### src/rtl/seg_scan_ctrl_pkg.sv
// ---------------------------------------------------------------------------
// disp_pkg
// Shared definitions for the seven-segment scan controller.
//   NIB_W       : width of one hex digit code
//   MAX_DIGITS  : widest display the blank helper can evaluate
//   DIG_OFF     : digit-select pattern with every digit dark (active-low)
//   digit_blank : decides whether digit i is dark for a given active data set
// ---------------------------------------------------------------------------
package disp_pkg;

    localparam int NIB_W      = 4;
    localparam int MAX_DIGITS = 16;
    localparam int MAX_VW     = MAX_DIGITS * NIB_W;

    localparam logic [MAX_DIGITS-1:0] DIG_OFF = '1;

    // A digit is dark when it is disabled, or when leading-zero blanking is on,
    // it is not the rightmost digit, and it and every digit to its left carry
    // neither a non-zero nibble nor a dot. Inputs are zero-extended to
    // MAX_DIGITS; ndig is the real display width.
    function automatic logic digit_blank(
        input logic [MAX_VW-1:0]     value,
        input logic [MAX_DIGITS-1:0] dots,
        input logic [MAX_DIGITS-1:0] en,
        input int                    i,
        input int                    ndig,
        input logic                  lz
    );
        logic all_zero;
        all_zero = 1'b1;
        for (int j = 0; j < MAX_DIGITS; j++) begin
            if (j >= i && j < ndig) begin
                if (value[j*NIB_W +: NIB_W] != '0 || dots[j]) begin
                    all_zero = 1'b0;
                end
            end
        end
        return !en[i] || (lz && (i != 0) && all_zero);
    endfunction

endpackage

### src/rtl/seg_scan_ctrl_scan_tick.sv
// ---------------------------------------------------------------------------
// scan_tick
// Free-running prescaler that produces one tick every SCAN_DIV clocks.
//   clk  : system clock
//   rst  : asynchronous active-high reset (count returns to 0)
//   tick : high for the one cycle in which the count sits at SCAN_DIV-1
// ---------------------------------------------------------------------------
module scan_tick #(
    parameter int SCAN_DIV = 5000
) (
    input  logic clk,
    input  logic rst,
    output logic tick
);

    localparam int                CNT_W    = (SCAN_DIV > 1) ? $clog2(SCAN_DIV) : 1;
    localparam logic [CNT_W-1:0]  CNT_LAST = CNT_W'(SCAN_DIV - 1);

    logic [CNT_W-1:0] cnt_q;
    logic [CNT_W-1:0] cnt_d;

    assign tick = (cnt_q == CNT_LAST);

    always_comb begin
        cnt_d = cnt_q + CNT_W'(1);
        if (tick) begin
            cnt_d = '0;
        end
    end

    always_ff @(posedge clk or posedge rst) begin
        if (rst) begin
            cnt_q <= '0;
        end else begin
            cnt_q <= cnt_d;
        end
    end

endmodule

### src/rtl/seg_scan_ctrl.sv
// ---------------------------------------------------------------------------
// seg_scan_ctrl
// Time-multiplexed scan controller for a DIGITS-wide seven-segment display.
// Holds a double-buffered hex value, steps one digit per SCAN_DIV clocks and
// presents that digit's nibble/dot plus the active-low digit select.
//   clk         : system clock
//   rst         : asynchronous active-high reset
//   load        : one-cycle strobe capturing value/dots/en
//   value       : nibble i at value[4i+3:4i], digit 0 rightmost
//   dots        : decimal point per digit
//   en          : per-digit enable, 0 keeps the digit dark
//   nibble      : hex code of the current digit (to the segment decoder)
//   dot         : dot of the current digit
//   an          : active-low digit select, at most one bit low
//   frame_start : one-cycle pulse when digit 0 becomes current
// ---------------------------------------------------------------------------
module seg_scan_ctrl
    import disp_pkg::*;
#(
    parameter int DIGITS   = 8,
    parameter int SCAN_DIV = 5000,
    parameter int LZ_BLANK = 1
) (
    input  logic                      clk,
    input  logic                      rst,
    input  logic                      load,
    input  logic [NIB_W*DIGITS-1:0]   value,
    input  logic [DIGITS-1:0]         dots,
    input  logic [DIGITS-1:0]         en,
    output logic [NIB_W-1:0]          nibble,
    output logic                      dot,
    output logic [DIGITS-1:0]         an,
    output logic                      frame_start
);

    localparam int               IDX_W    = (DIGITS > 1) ? $clog2(DIGITS) : 1;
    localparam logic [IDX_W-1:0] IDX_LAST = IDX_W'(DIGITS - 1);
    localparam int               VW       = NIB_W * DIGITS;

    logic tick;
    logic boundary;

    logic [IDX_W-1:0]  idx_q,        idx_d;
    logic              pend_flag_q,  pend_flag_d;
    logic [VW-1:0]     pend_val_q,   pend_val_d;
    logic [DIGITS-1:0] pend_dots_q,  pend_dots_d;
    logic [DIGITS-1:0] pend_en_q,    pend_en_d;
    logic [VW-1:0]     act_val_q,    act_val_d;
    logic [DIGITS-1:0] act_dots_q,   act_dots_d;
    logic [DIGITS-1:0] act_en_q,     act_en_d;
    logic [NIB_W-1:0]  nibble_q,     nibble_d;
    logic              dot_q,        dot_d;
    logic [DIGITS-1:0] an_q,         an_d;
    logic              frame_start_q, frame_start_d;
    logic              blank_next;

    scan_tick #(
        .SCAN_DIV (SCAN_DIV)
    ) u_scan_tick (
        .clk  (clk),
        .rst  (rst),
        .tick (tick)
    );

    // The frame boundary is the tick that wraps the index back to digit 0.
    assign boundary = tick && (idx_q == IDX_LAST);

    // Index and buffer update.
    always_comb begin
        idx_d       = idx_q;
        pend_flag_d = pend_flag_q;
        pend_val_d  = pend_val_q;
        pend_dots_d = pend_dots_q;
        pend_en_d   = pend_en_q;
        act_val_d   = act_val_q;
        act_dots_d  = act_dots_q;
        act_en_d    = act_en_q;

        if (tick) begin
            idx_d = (idx_q == IDX_LAST) ? '0 : idx_q + IDX_W'(1);
        end

        if (boundary) begin
            // A load landing on the boundary bypasses the pending buffer, so
            // it wins over anything still pending from earlier in the frame.
            if (load) begin
                act_val_d   = value;
                act_dots_d  = dots;
                act_en_d    = en;
                pend_flag_d = 1'b0;
            end else if (pend_flag_q) begin
                act_val_d   = pend_val_q;
                act_dots_d  = pend_dots_q;
                act_en_d    = pend_en_q;
                pend_flag_d = 1'b0;
            end
        end else if (load) begin
            pend_val_d  = value;
            pend_dots_d = dots;
            pend_en_d   = en;
            pend_flag_d = 1'b1;
        end
    end

    // Outputs are computed from the next index and next active data so the
    // digit-0 slot of a frame already reflects a buffer swap at that edge.
    always_comb begin
        blank_next    = digit_blank(MAX_VW'(act_val_d), MAX_DIGITS'(act_dots_d),
                                    MAX_DIGITS'(act_en_d), int'(idx_d), DIGITS,
                                    LZ_BLANK != 0);
        nibble_d      = nibble_q;
        dot_d         = dot_q;
        an_d          = an_q;
        frame_start_d = boundary;
        if (tick) begin
            nibble_d = act_val_d[{idx_d, 2'b00} +: NIB_W];
            dot_d    = act_dots_d[idx_d];
            an_d     = blank_next ? DIG_OFF[DIGITS-1:0] : ~(DIGITS'(1) << idx_d);
        end
    end

    always_ff @(posedge clk or posedge rst) begin
        if (rst) begin
            idx_q         <= IDX_LAST;
            pend_flag_q   <= 1'b0;
            pend_val_q    <= '0;
            pend_dots_q   <= '0;
            pend_en_q     <= '0;
            act_val_q     <= '0;
            act_dots_q    <= '0;
            act_en_q      <= '1;
            nibble_q      <= '0;
            dot_q         <= 1'b0;
            an_q          <= DIG_OFF[DIGITS-1:0];
            frame_start_q <= 1'b0;
        end else begin
            idx_q         <= idx_d;
            pend_flag_q   <= pend_flag_d;
            pend_val_q    <= pend_val_d;
            pend_dots_q   <= pend_dots_d;
            pend_en_q     <= pend_en_d;
            act_val_q     <= act_val_d;
            act_dots_q    <= act_dots_d;
            act_en_q      <= act_en_d;
            nibble_q      <= nibble_d;
            dot_q         <= dot_d;
            an_q          <= an_d;
            frame_start_q <= frame_start_d;
        end
    end

    assign nibble      = nibble_q;
    assign dot         = dot_q;
    assign an          = an_q;
    assign frame_start = frame_start_q;

endmodule

### config.mk
export PLATFORM = sky130hd
export DESIGN_NAME = seg_scan_ctrl
export DESIGN_NICKNAME = d
export VERILOG_FILES = /design/src/rtl/seg_scan_ctrl_pkg.sv /design/src/rtl/seg_scan_ctrl_scan_tick.sv /design/src/rtl/seg_scan_ctrl.sv
export SDC_FILE = /design/constraint.sdc
export NUM_CORES = 1
export LEC_CHECK = 0
export ABC_AREA = 1
export CAP_MARGIN = 0
export CELL_PAD_IN_SITES_DETAIL_PLACEMENT = 0
export CELL_PAD_IN_SITES_GLOBAL_PLACEMENT = 1
export CORE_ASPECT_RATIO = 1.1
export CORE_MARGIN = 10
export CORE_UTILIZATION = 45
export CTS_CLUSTER_SIZE = 10
export DETAILED_ROUTE_END_ITERATION = 6
export DONT_BUFFER_PORTS = 1
export PLACE_DENSITY_LB_ADDON = 0.1
export SLEW_MARGIN = 40
export SYNTH_ARGS = -nofsm -noshare
export SYNTH_HDL_FRONTEND = slang
export SYNTH_SLANG_ARGS = --single-unit
### constraint.sdc
create_clock -name clk -period 5.6 [get_ports clk]
set_clock_uncertainty 0.15 [all_clocks]
set_input_delay 1.12 -clock clk [delete_from_list [all_inputs] [get_ports clk]]
set_output_delay 1.12 -clock clk [all_outputs]
set_load 0.05 [all_outputs]
---- After elaboration in Yosys (flattened, before gate mapping) ----
Index checks and enable logic that the tools add are counted.
storage, ports and cells
  output and inout port bits .............. 14
  word-level logic and storage cells ...... 87
  register bits after elaboration ......... 127
  latch bits .............................. 0
  memories ................................ 0
  memory bits (writable) .................. 0
  memory bits (read-only) ................. 0
operators by class
  equal/unequal tests ..................... 2
  order comparisons ....................... 9
  bitwise operators ....................... 2
  add/sub/neg operators ................... 2
  div/mod/pow operators ................... 0
  multipliers ............................. 0
  muxes and demuxes ....................... 34
  reductions and logical operators ........ 23
  shift-type cells ........................ 2
operator list
  kind                                                         count
  2-to-1 mux 32 bit                                            3
  2-to-1 mux 8 bit                                             7
  nonzero test 4 bit                                           8
  variable part select 32 x 6 -> 4 bit                         1
  2-to-1 mux 1 bit                                             19
  adder 13 x 1 -> 13 bit (second input constant)               1
  equality test 13 bit (second input constant)                 1
  2-to-1 mux 13 bit                                            1
  >= comparator 3 bit (first input constant)                   3
  logical OR 1 bit                                             9
  inverter 8 bit                                               1
  << shifter 1 x 3 -> 8 bit (first input constant)             1
  binary-select mux 1 bit (select 3 bit)                       2
  >= comparator 1 x 3 -> 1 bit (first input constant)          2
  >= comparator 2 x 3 -> 1 bit (first input constant)          2
  2-to-1 mux 3 bit                                             2
  less-than comparator 3 x 5 -> 1 bit (second input constant)  1
  less-than comparator 3 x 4 -> 1 bit (second input constant)  1
  adder 3 x 1 -> 3 bit (second input constant)                 1
  equality test 3 bit (second input constant)                  1
  nonzero test 3 bit                                           1
  logical AND 1 bit                                            2
  AND reduction 2 bit                                          1
  nonzero test 2 bit                                           1
  other kinds (2)                                              2

---- Depth between registers and ports, before layout ----
Gate-level depths: netlist of run 1.
  depth in word-level cells ............... 23
  gate-level depth with buffers ........... 19

---- Modules after synthesis ----
A second synthesis of run 1 with hierarchy kept.
unflattened totals
  cell total of the unflattened synthesis .. 835
  area total of the unflattened synthesis .. 6628.9 µm²
modules (own cells, without submodules)
  module         area an instance (µm²)  cells an instance  seq. area each (µm²)  times used
  seg_scan_ctrl  5858.1                  731                2876.5                1
  scan_tick      770.7                   104                325.3                 1

---- Worst setup path after synthesis of run 1 ----
Ideal clock, no wire load.
  path kind ............................... input to register
  start ................................... input load
  end ..................................... register an_q[5], in the netlist an[5]
  required time ........................... 5.392 ns
  data arrival time ....................... 2.605 ns
  setup time .............................. 0.058 ns
  slack ................................... 2.787 ns
  stages .................................. 16
  cell sequence ........................... clkbuf_2 -> inv_1 -> buf_2 -> clkbuf_1 -> o21ai_0 -> nand2_1 -> nand2_1 -> inv_1 -> nand3_1 -> nor2_1 -> nand2_1 -> a21oi_2 -> nand3_2 -> nand3_1 -> nand2_1 -> inv_1
RTL lines
  element                 line                     source
  start: declaration      seg_scan_ctrl.sv:26      input logic load,
  2-to-1 mux 32 bit       seg_scan_ctrl.sv:86      if (load) begin
  2-to-1 mux 32 bit       seg_scan_ctrl.sv:83      if (boundary) begin
  net act_val_d[28]       seg_scan_ctrl.sv:48      logic [VW-1:0] act_val_q, act_val_d;
  nonzero test 4 bit      seg_scan_ctrl_pkg.sv:33  if (value[j*NIB_W +: NIB_W] != '0 || dots[j]) begin
  logical OR 1 bit        seg_scan_ctrl_pkg.sv:33
  2-to-1 mux 1 bit        seg_scan_ctrl_pkg.sv:33
  logical AND 1 bit       seg_scan_ctrl_pkg.sv:38  return !en[i] || (lz && (i != 0) && all_zero);
  logical OR 1 bit        seg_scan_ctrl_pkg.sv:38
  2-to-1 mux 8 bit        seg_scan_ctrl.sv:118     an_d = blank_next ? DIG_OFF[DIGITS-1:0] : ~(DIGITS'(1) << idx_d);
  end signal: assignment  seg_scan_ctrl.sv:134     an_q <= DIG_OFF[DIGITS-1:0];
  end signal: assignment  seg_scan_ctrl.sv:147     an_q <= an_d;
  end: declaration        seg_scan_ctrl.sv:53      logic [DIGITS-1:0] an_q, an_d;
The timed path passes the listed nets, and every way through them passes these cells. The select of a mux whose other input is x is not followed.
A chain may end at the register's enable or synchronous reset.

---- Worst setup path in the final report of run 1 ----
  start ................................... register idx_q[0]
  end ..................................... register nibble_q[1], in the netlist nibble[1]
on the way
  longest elaborated chain between the ends .. 4
RTL lines
  element                               line                  source
  start: declaration                    seg_scan_ctrl.sv:43   logic [IDX_W-1:0] idx_q, idx_d;
  start signal: assignment              seg_scan_ctrl.sv:137  idx_q <= idx_d;
  equality test 3 bit                   seg_scan_ctrl.sv:66   assign boundary = tick && (idx_q == IDX_LAST);
  logical AND 1 bit                     seg_scan_ctrl.sv:66
  2-to-1 mux 32 bit                     seg_scan_ctrl.sv:83
  net act_val_d[5]                      seg_scan_ctrl.sv:48
  variable part select 32 x 6 -> 4 bit  seg_scan_ctrl.sv:116  nibble_d = act_val_d[{idx_d, 2'b00} +: NIB_W];
  end signal: assignment                seg_scan_ctrl.sv:145  nibble_q <= nibble_d;
  end: declaration                      seg_scan_ctrl.sv:51   logic [NIB_W-1:0] nibble_q, nibble_d;
The timed path passes the listed nets, and every way through them passes these cells.

==> run summary, run 1 <==
Synth Instances - 906
ys async rst share - 1.000
post-synth top area cell - dfrtp_1
crit-path max FO - 33
pwr dens - 295.8 nW/um^2
largest family of logic cells by synthesized area - simple AND/OR/NAND/NOR gates
Die Wd - 137.9 um
final hold violation count - 0
Ys Warns - 0
CP Cell Sequence - ha_1 > ha_1 > nand3_2 > buf_4 > inv_1 > o21ai_0 > nand2_1 > inv_1 > o21ai_0 > nand2_1 > a21oi_1 > nor2_1 > a21oi_1
CP Capture Type - flip-flop
Psw - 0.0005680 W
fin crit share - 0.6385
XOR/XNOR share of the synthesized area - 0.001274
Place WS - 1.897 ns
worst-margin pin slew - 0.7392 ns
port bufs - 0
Pleak - 3.766 nW
area delta synth->final - 10.45%
clock network power share - 0.508
CTS sink count - 127
Post-Layout Cell Count - 1102
GRT Total Usage - 0.1857
Setup Viol. Count Final - 0
die height - 149.6 um
Vias - 5652
vias in the first global route - 5857
Starting Density - 0.4585
first-pass GRT wire length - 30.16 mm
placer congestion estimate - 0.9293
Mapped Avg Cell Area - 7.589 sq um
initial antenna violation count - 0
Cells after DPL - 1070
CTS clock-pin slew for the worst setup and hold paths - 0.06 ns
VDD IR max - 192.3 uV
Hold Slack - 0.3279 ns
ANT nets after route - 0
boundary pin count - 65
top-area cell type share of the netlist area - 0.3931
pin count of the biggest net entering global routing - 50
layout cell share with drive strength beyond 1 - 0.1512
pins over their slew limit - 0
Wirelength per Cell - 16.60 um
drt drc - 0
Primary FF master, synth - dfrtp_1
post-cts resize count - 0
hold crit path type - flip-flop to flip-flop
drt first-iter violations - 328
worst stage delay on the critical path - 0.58 ns
post-synthesis register bit count - 127
Slowest-stage cell, CP - inv_1
total CTS buffers - 17
Mapped Nets - 960
Unique masters post-synth - 46
Synth area leaders - dfrtp_1, nand2_1, dfstp_2, inv_1, mux2_2
register share of total power - 0.433
fraction of the mapped netlist area in simple logic gates - 0.2790
Max Cap Violations - 0
Final nets - 947
Routed WL - 18.30 mm
worst setup margin - 2.024 ns
Power Internal - 0.001678 W
full die area - 20630 sq um
hpwl dp - 13.29 mm
critical path class - flip-flop to flip-flop
Post-synth EDFFs - 0
Achievable Freq - 279.7 MHz
sequential area share after synthesis - 0.4657
root buf cell - clkbuf_16
Comb power frac - 0.059
Cell Area, Synth - 6875 sq um
Clock Latency Late Sink - 0.42 ns
Required @ worst endpoint - 5.79 ns
post-synthesis mux area share - 0.04422
unrepaired setup endpoints after global routing - false
switching part of the total - 0.2529
Core ar. - 15000 sq um
H-Tree Depth - 4
vias per cell - 5.129
status - finished, final reports clean
Post-Synth Adder-Cell Area - 0.005460
CTS tree - yes
Compound-Gate Fraction of Synth Area - 0.1117
Final TNS setup - 0 ns
Setup Fix Bufs, Post-CTS - 0
CTS Hold Bufs - 0
total power - 0.002246 W
buffer depth of the longest clock path - 2
Arrival @ worst endpoint - 3.77 ns
total global routing overflow - 0
cell row count - 47
clock period minus worst slack - 3.576 ns
drt pass-1 iters - 5
Startpoint Class - flip-flop
relative slew slack - 0.5055
ANT cells - 0
[worst max-delay path: cells and delay by family, from the launching register on]
| family | cells | cell delay [ns] |
|---|---|---|
| adder cells (fa/ha/maj) | 2 | 0.69 |
| AND/OR/NAND/NOR | 4 | 0.45 |
| flip-flops | 1 | 0.55 |
| AO/OA/AOI/OAI | 4 | 0.75 |
| buffers and inverters | 3 | 0.91 |
[cells in the final DEF, fill, tap and decap left out, types with 17 or more instances in the layout]
cell / n
nor2_1: 60
o21ai_0: 59
o22ai_1: 19
nand2_1: 328
clkbuf_16: 17
dfstp_2: 19
mux2_2: 27
nand3_1: 34
a21oi_1: 20
inv_1: 104
dfrtp_1: 108
[Yosys cell counts (3+ instances only)]
cell type and n:
clkbuf_1 11, ha_1 3, nor3_1 7, a21oi_2 5, a31oi_1 6, nand2_2 5, a22oi_2 3, dfrtp_1 108
nor2_1 61, o22ai_1 19, inv_1 107, nand3_1 34, dfstp_2 19, mux2_2 27, inv_2 11, or2_2 9
o21ai_0 59, nor2_2 4, nand2_1 329, nand3_2 4, a22oi_1 4, a21oi_1 20, buf_2 21
[per-layer routing]
layer	vias to the layer above	wire length [um]	global-route usage
li1	2834	-	-
met1	2669	7912	0.2239
met2	117	9127	0.3104
met3	32	855	0.04728
met4	0	401	0.07046
met5	-	0	0
[power groups by stage]
stage / clock, W / sequential [W] / combinational (W)
6_report: 0.00114 / 0.000973 / 0.000132
5_1_grt: 0.00120 / 0.000977 / 0.000155
4_1_cts: 0.00116 / 0.000973 / 0.000135
3_5_place_dp: 0 / 0.000989 / 0.000135
3_3_place_gp: 0 / 0.000988 / 0.000130
2_1_floorplan: 0 / 0.000984 / 0.000110
[final cells by class]
| type | count | area, sq um |
|---|---|---|
| repair buffers | 6 | 45.04 |
| well taps | 196 | 245.2 |
| fillers | 1499 | 7402 |
| clock buffers | 17 | 425.4 |
| flip-flops and latches | 127 | 3202 |
| inverters | 120 | 454.2 |
| multi-input cells | 621 | 3049 |
| clock inverters | 15 | 172.7 |
[per-stage QoR]
stage	cell area (sq um)	util
after CTS	7594	0.5064
after global routing	7594	0.5064
final	7594	0.5064
after detailed placement	6995	0.4665
after floorplan	6875	-
after global placement	6985	0.4658
[registers in the layout (all words and copies together) (netlist names), 3 cells and up]
signal             cells
act_val_q             32
pend_en_q              8
act_dots_q             8
u_scan_tick.cnt_q     13
act_en_q               8
an                     8
pend_val_q            32
idx_q                  3
nibble                 4
pend_dots_q            8
[logic make-up after synthesis]
kind of cell             count (synthesis)
AND/OR/NAND/NOR                        462
flip-flops                             127
multiplexers                            27
XOR/XNOR                                 1
buffers and inverters                  158
AO/OA/AOI/OAI                          128
adder cells (fa/ha/maj)                  3
[path summary, 6_finish.rpt]
kind,start,end,slack (ns),cells after the start
max,idx_q[0]$_DFF_PP1_,nibble[1]$_DFFE_PP0N_,2.02,13
min,act_en_q[4]$_DFF_PP1_,act_en_q[4]$_DFF_PP1_,0.33,2
max reg2reg,idx_q[0]$_DFF_PP1_,nibble[1]$_DFFE_PP0N_,2.02,13
min reg2reg,act_en_q[4]$_DFF_PP1_,act_en_q[4]$_DFF_PP1_,0.33,2
max in group asynchronous,rst,nibble[2]$_DFFE_PP0N_,3.79,2
min in group asynchronous,rst,pend_en_q[6]$_DFFE_PP0P_,0.46,1
Power figures use the tool's default switching activity.
==> inputs of run 2 (changes only) <==
--- a/config.mk
+++ b/config.mk
@@ -11,7 +11,7 @@
 export CELL_PAD_IN_SITES_GLOBAL_PLACEMENT = 1
 export CORE_ASPECT_RATIO = 1.1
 export CORE_MARGIN = 10
-export CORE_UTILIZATION = 45
+export CORE_UTILIZATION = 43
 export CTS_CLUSTER_SIZE = 10
 export DETAILED_ROUTE_END_ITERATION = 6
 export DONT_BUFFER_PORTS = 1
==> constraint.sdc (replaced) <==
create_clock -name clk -period 3.05 [get_ports clk]
set_clock_uncertainty 0.15 [all_clocks]
set_input_delay 0.61 -clock clk [delete_from_list [all_inputs] [get_ports clk]]
set_output_delay 0.61 -clock clk [all_outputs]
set_load 0.05 [all_outputs]
==> run 2 against run 1 <==
  * Routed wire length is 4.4% higher
  * Clock power is 72% higher
  * Fmax is 26% higher
  * Combinational power is 89% higher
  * Critical path type unchanged
  * Clock-buffer cell count is 1 higher
  * Final area is 2.7% higher
  * Utilization is 0.89 points lower
==> run summary, run 2 (synthesized netlist as in run 1, its figures left out) <==
worst-margin pin slew - 0.6891 ns
boundary pin count - 65
most frequent cells in the layout - nand2_1, dfrtp_1, inv_1, nor2_1, o21ai_0
area of the multi-input gates - 3067 sq um
Vias - 5647
Die Wd - 140.6 um
full die area - 21450 sq um
CTS tree - yes
Setup Viol. Count Final - 0
drt drc - 0
port bufs - 0
CP Capture Type - flip-flop
pins over their slew limit - 0
unrepaired setup endpoints after global routing - true
r2r startpoint - u_scan_tick.cnt_q[0]$_DFF_PP0_
Starting Density - 0.4386
most common cell after layout, fill and taps aside - nand2_1
GRT Total Usage - 0.1861
Required @ worst endpoint - 3.20 ns
Routed WL - 19.09 mm
root buf cell - clkbuf_16
drt pass-1 iters - 4
Arrival @ worst endpoint - 2.99 ns
buffer depth of the longest clock path - 2
total global routing overflow - 0
Hold Slack - 0.1157 ns
Startpoint Class - flip-flop
fin util - 0.4974
vias per cell - 5.020
first-pass GRT wire length - 32.17 mm
CTS sink count - 127
Pleak - 3.857 nW
Clock Latency Late Sink - 0.43 ns
pwr dens - 513.1 nW/um^2
reg-to-reg slack, setup - 0.21 ns
relative slew slack - 0.5406
end of the worst register-to-register path - nibble[2]$_DFFE_PP0N_
total power - 0.004001 W
Max Cap Violations - 0
filler cell count - 1561
Post-Layout Cell Count - 1125
area delta synth->final - 13.41%
Achievable Freq - 351.9 MHz
initial antenna violation count - 0
hold crit path type - input port to asynchronous set/reset pin
pin count of the biggest net entering global routing - 128
ANT nets after route - 0
total CTS buffers - 17
critical path class - flip-flop to flip-flop
fin crit share - 0.9316
vias in the first global route - 5928
VDD IR max - 375.0 uV
register area - 3202 sq um
die height - 152.6 um
final hold violation count - 0
clock period minus worst slack - 2.841 ns
H-Tree Depth - 4
drt first-iter violations - 320
r2r worst-path depth - 14
Cells after DPL - 1089
cell row count - 48
CTS clock-pin slew for the worst setup and hold paths - 0.06 ns
Final nets - 966
layout cell share with drive strength beyond 1 - 0.1708
crit-path max FO - 8
Wirelength per Cell - 16.97 um
Core ar. - 15680 sq um
ANT cells - 0
largest registers - act_val_q: 32 flops, pend_val_q: 32 flops, u_scan_tick.cnt_q: 13 flops
status - finished, final reports clean
placer congestion estimate - 0.8866
hpwl dp - 14.01 mm
CTS Hold Bufs - 0
==> run 2: cell types whose count changed in the layout (fill, tap and decap cells not counted), sizes merged <==
cell	delta
buf	+19
clkinv	+3
bufinv	-1
clkinvlp	+4
clkbuf	+1
inv	-7
==> run 2: area by class of cell <==
class	count	area share
sequential	127	0.4106
inverter	120	0.05841
tap	200	0.03209
multi-input combinational	621	0.3933
clock inverter	14	0.01717
timing repair buffer	25	0.03209
clock buffer	18	0.05632
==> run 2: worst max path at each step <==
stage	start	endpoint	slack [ns]
finish	u_scan_tick.cnt_q[0]$_DFF_PP0_	nibble[2]$_DFFE_PP0N_	0.21
global placement	u_scan_tick.cnt_q[0]$_DFF_PP0_	an[5]$_DFFE_PP1N_	0.07
CTS	u_scan_tick.cnt_q[0]$_DFF_PP0_	an[2]$_DFFE_PP1N_	0.03
global route	u_scan_tick.cnt_q[0]$_DFF_PP0_	an[0]$_DFFE_PP1N_	-0.04
floorplan	idx_q[0]$_DFF_PP1_	an[5]$_DFFE_PP1N_	0.67
detailed placement	u_scan_tick.cnt_q[0]$_DFF_PP0_	an[5]$_DFFE_PP1N_	0.03
==> run 2: routing by layer <==
layer  track usage  routed length (um)  up-vias
met2        0.3194                9745       84
met1        0.2237                8370     2668
met4       0.06053                 303        0
li1              -                   -     2877
met5             0                   0        -
met3       0.04239                 673       18
==> run 2: what timing repair did <==
item	in CTS	in global routing
buffers inserted	0	4
resized for setup	0	6
endpoints found under the setup margin	0	9
==> run 2: through the flow <==
| step | worst slack (ns) | cell area, sq um | TNS (ns) |
|---|---|---|---|
| 3_5_place_dp | 0.02815 | 7169 | 0 |
| 3_3_place_gp | 0.06642 | 7167 | 0 |
| 5_1_grt | -0.04374 | 7797 | -0.2845 |
| 2_1_floorplan | 0.6738 | 6879 | 0 |
| 4_1_cts | 0.02708 | 7742 | 0 |
| 6_report | 0.2087 | 7797 | 0 |
==> run 2: worst max-delay path, stage by stage (launching register included) <==
cell,delay (ns)
dfrtp_1,0.36
ha_1,0.19
nand2_1,0.13
nor2_2,0.19
inv_1,0.07
nor2_2,0.21
nand2_1,0.13
nand2_4,0.15
inv_2,0.13
nand2_2,0.18
inv_1,0.16
a22oi_1,0.24
o22ai_1,0.11
o21ai_1,0.23
nand2_1,0.09
==> run 2: report_power, final <==
part | total, W | leakage, nW | internal (W) | switching (W)
sequential | 0.00179 | 1.39 | 0.00175 | 0.0000319
combinational | 0.000250 | 2.21 | 0.000101 | 0.000150
clock | 0.00196 | 0.266 | 0.00115 | 0.000811
total | 0.00400 | 3.86 | 0.00301 | 0.000993
==> inputs of run 3 (changes only) <==
--- a/config.mk
+++ b/config.mk
@@ -5,13 +5,12 @@
 export SDC_FILE = /design/constraint.sdc
 export NUM_CORES = 1
 export LEC_CHECK = 0
-export ABC_AREA = 1
 export CAP_MARGIN = 0
 export CELL_PAD_IN_SITES_DETAIL_PLACEMENT = 0
 export CELL_PAD_IN_SITES_GLOBAL_PLACEMENT = 1
 export CORE_ASPECT_RATIO = 1.1
 export CORE_MARGIN = 10
-export CORE_UTILIZATION = 43
+export CORE_UTILIZATION = 50
 export CTS_CLUSTER_SIZE = 10
 export DETAILED_ROUTE_END_ITERATION = 6
 export DONT_BUFFER_PORTS = 1
==> constraint.sdc (replaced) <==
create_clock -name clk -period 3.1 [get_ports clk]
set_clock_uncertainty 0.15 [all_clocks]
set_input_delay 0.62 -clock clk [delete_from_list [all_inputs] [get_ports clk]]
set_output_delay 0.62 -clock clk [all_outputs]
set_load 0.05 [all_outputs]
==> run 3 against run 2 <==
  * Routed wire length fell by 11%
  * Combinational power barely moved
  * Critical endpoint is now an[2]$_DFFE_PP1N_
  * Non-clock buffer count increased by 73
  * Largest power group unchanged
  * Sequential share of layout area decreased by 0.76 points
  * Final area increased by 1.9%
  * Clock power shrank 2%
==> run summary, run 3 <==
ANT cells - 0
pin count of the biggest net entering global routing - 70
Routed WL - 17.07 mm
clock network power share - 0.488
ys async rst share - 1.000
most common cell after layout, fill and taps aside - dfrtp_1
largest registers - act_val_q: 32 flops, pend_val_q: 32 flops, u_scan_tick.cnt_q: 13 flops
Psw - 0.0009019 W
first-pass GRT wire length - 27.30 mm
vias per cell - 5.900
CTS tree - yes
Ys Warns - 0
total global routing overflow - 0
ANT nets after route - 0
Max Cap Violations - 0
post-synthesis mux area share - 0.06462
Compound-Gate Fraction of Synth Area - 0.2074
post-synth top area cell - dfrtp_1
CP Buf/Inv Count - 4
Pleak - 3.586 nW
placer congestion estimate - 0.8842
drt drc - 0
Largest delay share family, worst path - compound AO/OA/AOI/OAI gates
Synth Instances - 619
Primary FF master, synth - dfrtp_1
post-synthesis register bit count - 127
relative slew slack - 0.5675
layout cell share with drive strength beyond 1 - 0.3028
cell with the most instances after synthesis - dfrtp_1
H-Tree Depth - 4
drt first-iter violations - 326
Required @ worst endpoint - 3.29 ns
CTS sink count - 127
cell mode on critical path - buf_6
Wirelength per Cell - 19.76 um
fin crit share - 0.9888
cell row count - 42
boundary pin count - 65
root buf cell - clkbuf_16
initial antenna violation count - 0
Mapped Avg Cell Area - 10.13 sq um
Post-Synth Adder-Cell Area - 0.005983
worst-margin pin slew - 0.6419 ns
synth cell count leaders - dfrtp_1, nand2_1, a21oi_1, o21ai_0, nor2_1
critical path class - flip-flop to flip-flop
top-area cell type share of the netlist area - 0.4308
hpwl dp - 12.22 mm
clock period minus worst slack - 3.065 ns
GRT Total Usage - 0.1979
XOR/XNOR share of the synthesized area - 0.01536
Unique masters post-synth - 65
CTS clock-pin slew for the worst setup and hold paths - 0.06 ns
worst stage delay on the critical path - 0.59 ns
Startpoint Class - flip-flop
Slowest-stage cell, CP - or4b_4
CP Capture Type - flip-flop
most frequent cells in the layout - dfrtp_1, buf_4, nand2_1, a21oi_1, o21ai_0
Vias - 5098
hold crit path type - input port to flip-flop
Final nets - 751
pwr dens - 495.5 nW/um^2
Final TNS setup - 0 ns
Arrival @ worst endpoint - 3.26 ns
fraction of the mapped netlist area in simple logic gates - 0.1472
port bufs - 0
Comb power frac - 0.064
sequential area share after synthesis - 0.5104
area delta synth->final - 26.65%
status - finished, final reports clean
switching part of the total - 0.2291
Hold Slack - 0.1989 ns
register share of total power - 0.448
Core ar. - 12140 sq um
crit-path max FO - 7
Achievable Freq - 326.2 MHz
total power - 0.003937 W
total CTS buffers - 17
Mapped Nets - 673
die height - 137.5 um
Post-synth EDFFs - 0
VDD IR max - 344.1 uV
CP Cell Sequence - or4b_4 > buf_6 > nor4_4 > buf_6 > buf_12 > o22a_1 > nor3_4 > a22oi_2 > o31a_1 > a2111oi_4 > buf_6 > o41a_1
final hold violation count - 0
Power Internal - 0.003035 W
unrepaired setup endpoints after global routing - true
fin util - 0.6545
Setup Viol. Count Final - 0
buffer depth of the longest clock path - 2
Synth area leaders - dfrtp_1, dfstp_2, mux2_2, nand2_1, a21oi_1
Clock Latency Late Sink - 0.42 ns
Starting Density - 0.5168
largest family of logic cells by synthesized area - compound AO/OA/AOI/OAI gates
reg-to-reg slack, setup - 0.03 ns
Die Wd - 126.8 um
Cell Area, Synth - 6274 sq um
drt pass-1 iters - 5
vias in the first global route - 5192
full die area - 17430 sq um
pins over their slew limit - 0
run 3: path summary, 6_finish.rpt:
| check | cells after the start | start | to |
|---|---|---|---|
| max | 12 | u_scan_tick.cnt_q[5]$_DFF_PP0_ | an[2]$_DFFE_PP1N_ |
| min | 1 | dots[0] | pend_dots_q[0]$_DFFE_PP0P_ |
| max reg2reg | 12 | u_scan_tick.cnt_q[5]$_DFF_PP0_ | an[2]$_DFFE_PP1N_ |
| min reg2reg | 2 | pend_val_q[10]$_DFFE_PP0P_ | pend_val_q[10]$_DFFE_PP0P_ |
| max in group asynchronous | 3 | rst | act_en_q[1]$_DFF_PP1_ |
| min in group asynchronous | 2 | rst | pend_val_q[17]$_DFFE_PP0P_ |
run 3: logic make-up after synthesis:
| group | after synthesis |
|---|---|
| multiplexers | 37 |
| buffers and inverters | 76 |
| AO/OA/AOI/OAI | 190 |
| AND/OR/NAND/NOR | 175 |
| adder cells (fa/ha/maj) | 3 |
| XOR/XNOR | 11 |
| flip-flops | 127 |
run 3: stage by stage:
step | instances | instance area, sq um | setup WS, ns
finish | 864 | 7945 | 0.03478
global route | 864 | 7945 | -0.09509
CTS | 854 | 7685 | -0.03055
detailed placement | 813 | 6979 | -0.2776
global placement | 813 | 6979 | -0.2333
floorplan | 619 | 6297 | -0.04395
run 3: layout make-up:
| type | count | area (sq um) |
|---|---|---|
| clock inverter | 11 | 116.4 |
| fill | 958 | 4194 |
| sequential | 127 | 3202 |
| clock buffer | 21 | 450.4 |
| timing repair buffer | 98 | 884.6 |
| tap | 154 | 192.7 |
| inverter | 37 | 147.6 |
| multi-input combinational | 416 | 2952 |
run 3: power by group through the flow:
| stage | combinational, W | clock [W] | sequential [W] |
|---|---|---|---|
| after CTS | 0.000254 | 0.00195 | 0.00176 |
| final | 0.000253 | 0.00192 | 0.00176 |
| after detailed placement | 0.000251 | 0 | 0.00179 |
| after global routing | 0.000284 | 0.00202 | 0.00177 |
| after global placement | 0.000245 | 0 | 0.00179 |
| after floorplan | 0.000187 | 0 | 0.00178 |
run 3: per-layer routing:
| metal | global-route usage | vias to the layer above | wire length (um) |
|---|---|---|---|
| li1 | - | 2409 | - |
| met1 | 0.2450 | 2530 | 7460 |
| met2 | 0.3197 | 132 | 8255 |
| met3 | 0.05344 | 27 | 943 |
| met4 | 0.08481 | 0 | 408 |
| met5 | 0 | - | 0 |
run 3: what timing repair did:
item	4_1_cts	5_1_grt
hold buffers	1	0
cloned	1	1
setup buffers	8	9
hold endpoints to repair	21	0
resized for setup	11	32
pin swaps	7	20
endpoints found under the setup margin	10	12
